### src/rtl/alu_reservation_station.sv
// Integer reservation station: holds dispatched ALU ops until both operands resolve,
// snoops the CDB, and issues the oldest-by-index ready entry with its computed result.
module alu_reservation_station #(
  parameter int RS_SIZE = 8,
  parameter int ROB_W   = 5
) (
  input  logic             clk_in,
  input  logic             rst_in,
  input  logic             rdy_in,
  input  logic             _clear,
  input  logic             _issue_valid,
  input  logic [3:0]       _issue_op,
  input  logic [ROB_W-1:0] _issue_rob_id,
  input  logic [31:0]      _issue_vj,
  input  logic [31:0]      _issue_vk,
  input  logic             _issue_qj_valid,
  input  logic             _issue_qk_valid,
  input  logic [ROB_W-1:0] _issue_qj,
  input  logic [ROB_W-1:0] _issue_qk,
  output logic             _rs_full,
  input  logic             _cdb_ready,
  input  logic [ROB_W-1:0] _cdb_rob_id,
  input  logic [31:0]      _cdb_value,
  input  logic             _alu_full,
  output logic             _alu_ready,
  output logic [ROB_W-1:0] _alu_rob_id,
  output logic [31:0]      _alu_value
);

  localparam int IDX_W = (RS_SIZE > 1) ? $clog2(RS_SIZE) : 1;

  logic [RS_SIZE-1:0] valid_q, valid_d;
  logic [RS_SIZE-1:0] pj_q, pj_d, pk_q, pk_d;
  logic [3:0]         op_q [RS_SIZE];
  logic [3:0]         op_d [RS_SIZE];
  logic [ROB_W-1:0]   rob_q [RS_SIZE];
  logic [ROB_W-1:0]   rob_d [RS_SIZE];
  logic [ROB_W-1:0]   qj_q [RS_SIZE];
  logic [ROB_W-1:0]   qj_d [RS_SIZE];
  logic [ROB_W-1:0]   qk_q [RS_SIZE];
  logic [ROB_W-1:0]   qk_d [RS_SIZE];
  logic [31:0]        vj_q [RS_SIZE];
  logic [31:0]        vj_d [RS_SIZE];
  logic [31:0]        vk_q [RS_SIZE];
  logic [31:0]        vk_d [RS_SIZE];

  logic             alu_ready_q, alu_ready_d;
  logic [ROB_W-1:0] alu_rob_id_q, alu_rob_id_d;
  logic [31:0]      alu_value_q, alu_value_d;

  logic [RS_SIZE-1:0] ready_vec, hit_j, hit_k;
  logic [IDX_W-1:0]   free_idx, cand_idx;
  logic               cand_found;
  logic               fwd_j, fwd_k;
  logic [31:0]        cand_result;

  function automatic logic [31:0] alu_calc(input logic [3:0] op, input logic [31:0] a,
                                           input logic [31:0] b);
    logic [31:0] r;
    case (op)
      4'd0:    r = a + b;
      4'd1:    r = a - b;
      4'd2:    r = a & b;
      4'd3:    r = a | b;
      4'd4:    r = a ^ b;
      4'd5:    r = a << b[4:0];
      4'd6:    r = a >> b[4:0];
      4'd7:    r = $unsigned($signed(a) >>> b[4:0]);
      4'd8:    r = {31'd0, $signed(a) < $signed(b)};
      4'd9:    r = {31'd0, a < b};
      default: r = 32'd0;
    endcase
    return r;
  endfunction

  // Readiness and CDB matches are judged on start-of-cycle state only.
  genvar gi;
  generate
    for (gi = 0; gi < RS_SIZE; gi++) begin : g_entry
      assign ready_vec[gi] = valid_q[gi] & ~pj_q[gi] & ~pk_q[gi];
      assign hit_j[gi] = _cdb_ready & valid_q[gi] & pj_q[gi] & (qj_q[gi] == _cdb_rob_id);
      assign hit_k[gi] = _cdb_ready & valid_q[gi] & pk_q[gi] & (qk_q[gi] == _cdb_rob_id);
    end
  endgenerate

  assign _rs_full = &valid_q;
  assign fwd_j = _issue_qj_valid & _cdb_ready & (_issue_qj == _cdb_rob_id);
  assign fwd_k = _issue_qk_valid & _cdb_ready & (_issue_qk == _cdb_rob_id);

  always_comb begin
    free_idx   = '0;
    cand_idx   = '0;
    cand_found = 1'b0;
    // Descending scan leaves the lowest matching index selected.
    for (int i = RS_SIZE - 1; i >= 0; i--) begin
      if (!valid_q[i]) free_idx = IDX_W'(i);
      if (ready_vec[i]) begin
        cand_idx   = IDX_W'(i);
        cand_found = 1'b1;
      end
    end
  end

  assign cand_result = alu_calc(op_q[cand_idx], vj_q[cand_idx], vk_q[cand_idx]);

  always_comb begin
    valid_d      = valid_q;
    pj_d         = pj_q;
    pk_d         = pk_q;
    op_d         = op_q;
    rob_d        = rob_q;
    qj_d         = qj_q;
    qk_d         = qk_q;
    vj_d         = vj_q;
    vk_d         = vk_q;
    alu_ready_d  = 1'b0;
    alu_rob_id_d = alu_rob_id_q;
    alu_value_d  = alu_value_q;
    if (rdy_in) begin
      if (_clear) begin
        valid_d = '0;
      end else begin
        for (int i = 0; i < RS_SIZE; i++) begin
          if (hit_j[i]) begin
            vj_d[i] = _cdb_value;
            pj_d[i] = 1'b0;
          end
          if (hit_k[i]) begin
            vk_d[i] = _cdb_value;
            pk_d[i] = 1'b0;
          end
        end
        if (cand_found && !_alu_full) begin
          alu_ready_d        = 1'b1;
          alu_rob_id_d       = rob_q[cand_idx];
          alu_value_d        = cand_result;
          valid_d[cand_idx]  = 1'b0;
        end
        // A full station refuses dispatch even if an entry leaves this cycle.
        if (_issue_valid && !_rs_full) begin
          valid_d[free_idx] = 1'b1;
          op_d[free_idx]    = _issue_op;
          rob_d[free_idx]   = _issue_rob_id;
          qj_d[free_idx]    = _issue_qj;
          qk_d[free_idx]    = _issue_qk;
          vj_d[free_idx]    = fwd_j ? _cdb_value : _issue_vj;
          vk_d[free_idx]    = fwd_k ? _cdb_value : _issue_vk;
          pj_d[free_idx]    = _issue_qj_valid & ~fwd_j;
          pk_d[free_idx]    = _issue_qk_valid & ~fwd_k;
        end
      end
    end
  end

  always_ff @(posedge clk_in or negedge rst_in) begin
    if (!rst_in) begin
      valid_q      <= '0;
      pj_q         <= '0;
      pk_q         <= '0;
      alu_ready_q  <= 1'b0;
      alu_rob_id_q <= '0;
      alu_value_q  <= '0;
      for (int i = 0; i < RS_SIZE; i++) begin
        op_q[i]  <= '0;
        rob_q[i] <= '0;
        qj_q[i]  <= '0;
        qk_q[i]  <= '0;
        vj_q[i]  <= '0;
        vk_q[i]  <= '0;
      end
    end else begin
      valid_q      <= valid_d;
      pj_q         <= pj_d;
      pk_q         <= pk_d;
      op_q         <= op_d;
      rob_q        <= rob_d;
      qj_q         <= qj_d;
      qk_q         <= qk_d;
      vj_q         <= vj_d;
      vk_q         <= vk_d;
      alu_ready_q  <= alu_ready_d;
      alu_rob_id_q <= alu_rob_id_d;
      alu_value_q  <= alu_value_d;
    end
  end

  assign _alu_ready  = alu_ready_q;
  assign _alu_rob_id = alu_rob_id_q;
  assign _alu_value  = alu_value_q;

endmodule
### config.mk
export PLATFORM = sky130hd
export DESIGN_NAME = alu_reservation_station
export DESIGN_NICKNAME = d
export VERILOG_FILES = /design/src/rtl/alu_reservation_station.sv
export SDC_FILE = /design/constraint.sdc
export NUM_CORES = 2
export LEC_CHECK = 0
export ABC_AREA = 1
export BUFFER_PORTS_ARGS = -buffer_cell sky130_fd_sc_hd__buf_2
export CORE_ASPECT_RATIO = 1.4
export CORE_MARGIN = 2
export CORE_UTILIZATION = 25
export DETAILED_ROUTE_END_ITERATION = 16
export PLACE_DENSITY = 0.39
export REMOVE_ABC_BUFFERS = 1
export SYNTH_ARGS = -nofsm -noshare
export SYNTH_HDL_FRONTEND = slang
export SYNTH_SLANG_ARGS = --single-unit
export TNS_END_PERCENT = 1
### constraint.sdc
create_clock -name clk_in -period 9.7 [get_ports clk_in]
set_clock_uncertainty 0.15 [all_clocks]
set_input_delay 1.455 -clock clk_in [delete_from_list [all_inputs] [get_ports clk_in]]
set_output_delay 1.455 -clock clk_in [all_outputs]
set_load 0.01 [all_outputs]
==> reports/qor.yml <==
status: "finished clean"
die_w_um: 393
yosys.area.top_type: "dfrtp_1"
critPathMaxStageDelay_ns: 0.85
dp_hpwl_um: 174000
netlist_area_um2: 52800
viasPerCell: 5.31
numCtsBuffers: 92
yosys-top-cells-area: "dfrtp_1 34%, nand2_1 14%, o21ai_0 13%, a21oi_1 8.5%, nand3_1 5.3%"
cp-end-kind: "register"
seq_power_share_pct: 28.6
die_area_um2: 215000
fp.dieH_um: 548
synth_cell_types: 63
root_buffer: "clkbuf_16"
seq_area_frac_synth_pct: 34.4
worst_path_most_repeated_cell: "nand2_1"
gp_congestion: 0.922
gr-total-overflow: 0
arrival_ns: 7.80
switchingPower_mw: 6.68
placedCellCount: 10613
maxSlewHeadroom_pct: 16.3
fp.coreArea_um2: 210000
switching_share_pct: 47.0
worstSkewPairLatency_ns: 0.72
yosysTopAreaCellShare_pct: 34.4
hp-class: "reg -> reg"
cts_hold_buf: 0
crit_type: "reg -> reg"
ant_nets: 0
p_int_mw: 7.54
tightestPinTransition_ns: 1.26
syn_to_final_growth_pct: 11.3
r2r_cells: 31
cts_resized: 0
clk_path_buf_depth: 3
critPathSlowestCell: "nand2_2"
port_buffers: 167
fin_setup_tns_ns: 0
setup_viol: 0
grt_max_degree: 170
yosys_warnings: 0
wl_per_cell_um: 25.3
vias: 57235
async_flop_share_pct: 100
leakagePower_nw: 27.3
routed_wl_um: 273000
maxCapViolCount: 0
rsz0062_at_grt: "no"
dr.pass1.iters: 6
clkTransAtPathRegs_ns: 0.06
grt_use_total_pct: 24.8
p_comb_share_pct: 46.0
ys_ff_latch: 726
drive_above_1_share_pct: 7.13
fmax_mhz: 136
synth-edff-count: 0
drt_iter0_drc: 5478
synth_most_common_cell: "nand2_1"
grt_pass1_wl_um: 396000
drv_slew: 0
hold_depth: 2
avgSynthCellArea_um2: 6.50
p_per_area_nw_per_um2: 242
io_pins: 168
htree_levels: 3
clkPwrFrac_pct: 25.4
report.final.hold_viol_count: 0
final_cells: 10779
netlist_top_cells_count: "2033 x nand2_1, 1352 x o21ai_0, 896 x a21oi_1, 726 x dfrtp_1, 633 x inv_1"
critPathRequiredTime_ns: 10.16
min_period_ns: 7.34
cts_tree: "built"
grt_pass1_vias: 55116
synth_top_flop_cell: "dfrtp_1"
final_nets: 8125
syn_inst: 8131
antenna_found_initial: 9
start_util_pct: 25.1
fp-row-count: 199
drc: 0
cts_setup_buffers: 0
start_kind: "register"
post-route-period-util_pct: 75.7
clock_sinks: 726
crit_fanout: 74
ir_worst_vdd_uv: 133
==> flip-flops by register name, summed over array words and instances, names as in the netlist <==
signal	flops
op_q	32
_alu_ready	1
qj_q	40
qk_q	40
rob_q	40
_alu_value	32
vj_q	256
valid_q	8
pk_q	8
vk_q	256
_alu_rob_id	5
pj_q	8
==> cell usage in the layout, fill, tap and decap left out, types with 15 or more instances in the layout <==
master     count
a21oi_1      896
a221oi_1      16
a22oi_1       30
and3_1        15
buf_2        166
buf_4        120
clkbuf_1      22
clkbuf_16     93
clkbuf_8      26
dfrtp_1      726
ha_1         101
inv_1        626
inv_2         26
nand2_1     2025
nand2_2       21
nand3_1      550
nand4_1       62
nor2_1       562
nor2_4        21
nor3_1        47
nor4_1        24
o211ai_1      29
o21ai_0     1352
o21ai_1       69
o221ai_1      32
o22ai_1       43
xnor2_1       19
xor2_1        73
==> worst max-delay path: cells and delay by family, from the launching register on <==
kind | cells | cell delay (ns)
AO/OA/AOI/OAI | 5 | 1.24
XOR/XNOR | 1 | 0.15
AND/OR/NAND/NOR | 22 | 4.18
flip-flops | 1 | 0.45
buffers and inverters | 1 | 0.18
adder cells (fa/ha/maj) | 2 | 0.67
==> through the flow <==
stage	setup slack, ns	area (um^2)	total power [mW]	util [%]	hold WS, ns
2_1_floorplan	-40.19	50200	8.14	-	0.303
3_3_place_gp	2.50	55800	10.6	26.6	0.311
3_5_place_dp	2.44	55800	10.6	26.6	0.313
4_1_cts	2.43	58800	14.3	28.0	0.330
5_1_grt	1.79	58800	15.2	28.0	0.340
6_report	2.36	58800	14.2	28.0	0.321
==> layer usage <==
layer,part of all wire [%],wire length [um],up-vias,global-route usage [%]
met4,4.2,11400,8,9.55
li1,-,-,26476,-
met5,0.016,43,-,0
met2,48,130000,2081,41.5
met3,5.4,14600,414,2.44
met1,43,117000,28256,32.7
==> layout make-up <==
| cell class | instances | area (um^2) |
|---|---|---|
| Tap cell | 2814 | 3520 |
| Multi-Input combinational cell | 6111 | 29700 |
| Sequential cell | 726 | 18200 |
| Clock inverter | 22 | 258 |
| Clock buffer | 141 | 2770 |
| Fill cell | 23500 | 151000 |
| Inverter | 668 | 2530 |
| Timing Repair Buffer | 294 | 1890 |
| Antenna cell | 3 | 7.51 |
==> cell families after synthesis <==
logic type | synth area share, %
xor gates and xnor gates | 1.52
DFF | 34.4
adders and majority gates | 2.47
buffers and inverters | 9.82
AOI/OAI and AO/OA | 24.9
and+or+nand+nor | 26.9
==> power by group through the flow <==
stage / logic [mW] / clock network [mW] / registers (mW)
floorplan: 4.10 / 0 / 4.04
global placement: 6.48 / 0 / 4.10
detailed placement: 6.48 / 0 / 4.11
CTS: 6.50 / 3.71 / 4.06
global route: 7.23 / 3.81 / 4.15
finish: 6.54 / 3.62 / 4.07
==> worst paths after layout <==
check	from	end	slack, ns
max	valid_q[6]	_alu_value[20]	2.36
min	_alu_value[21]	_alu_value[21]	0.32
max reg2reg	valid_q[6]	_alu_value[20]	2.36
min reg2reg	_alu_value[21]	_alu_value[21]	0.32
max in group asynchronous	rst_in	vk_q[249]	6.62
min in group asynchronous	rst_in	vj_q[36]	0.59
Power figures use the tool's default switching activity.
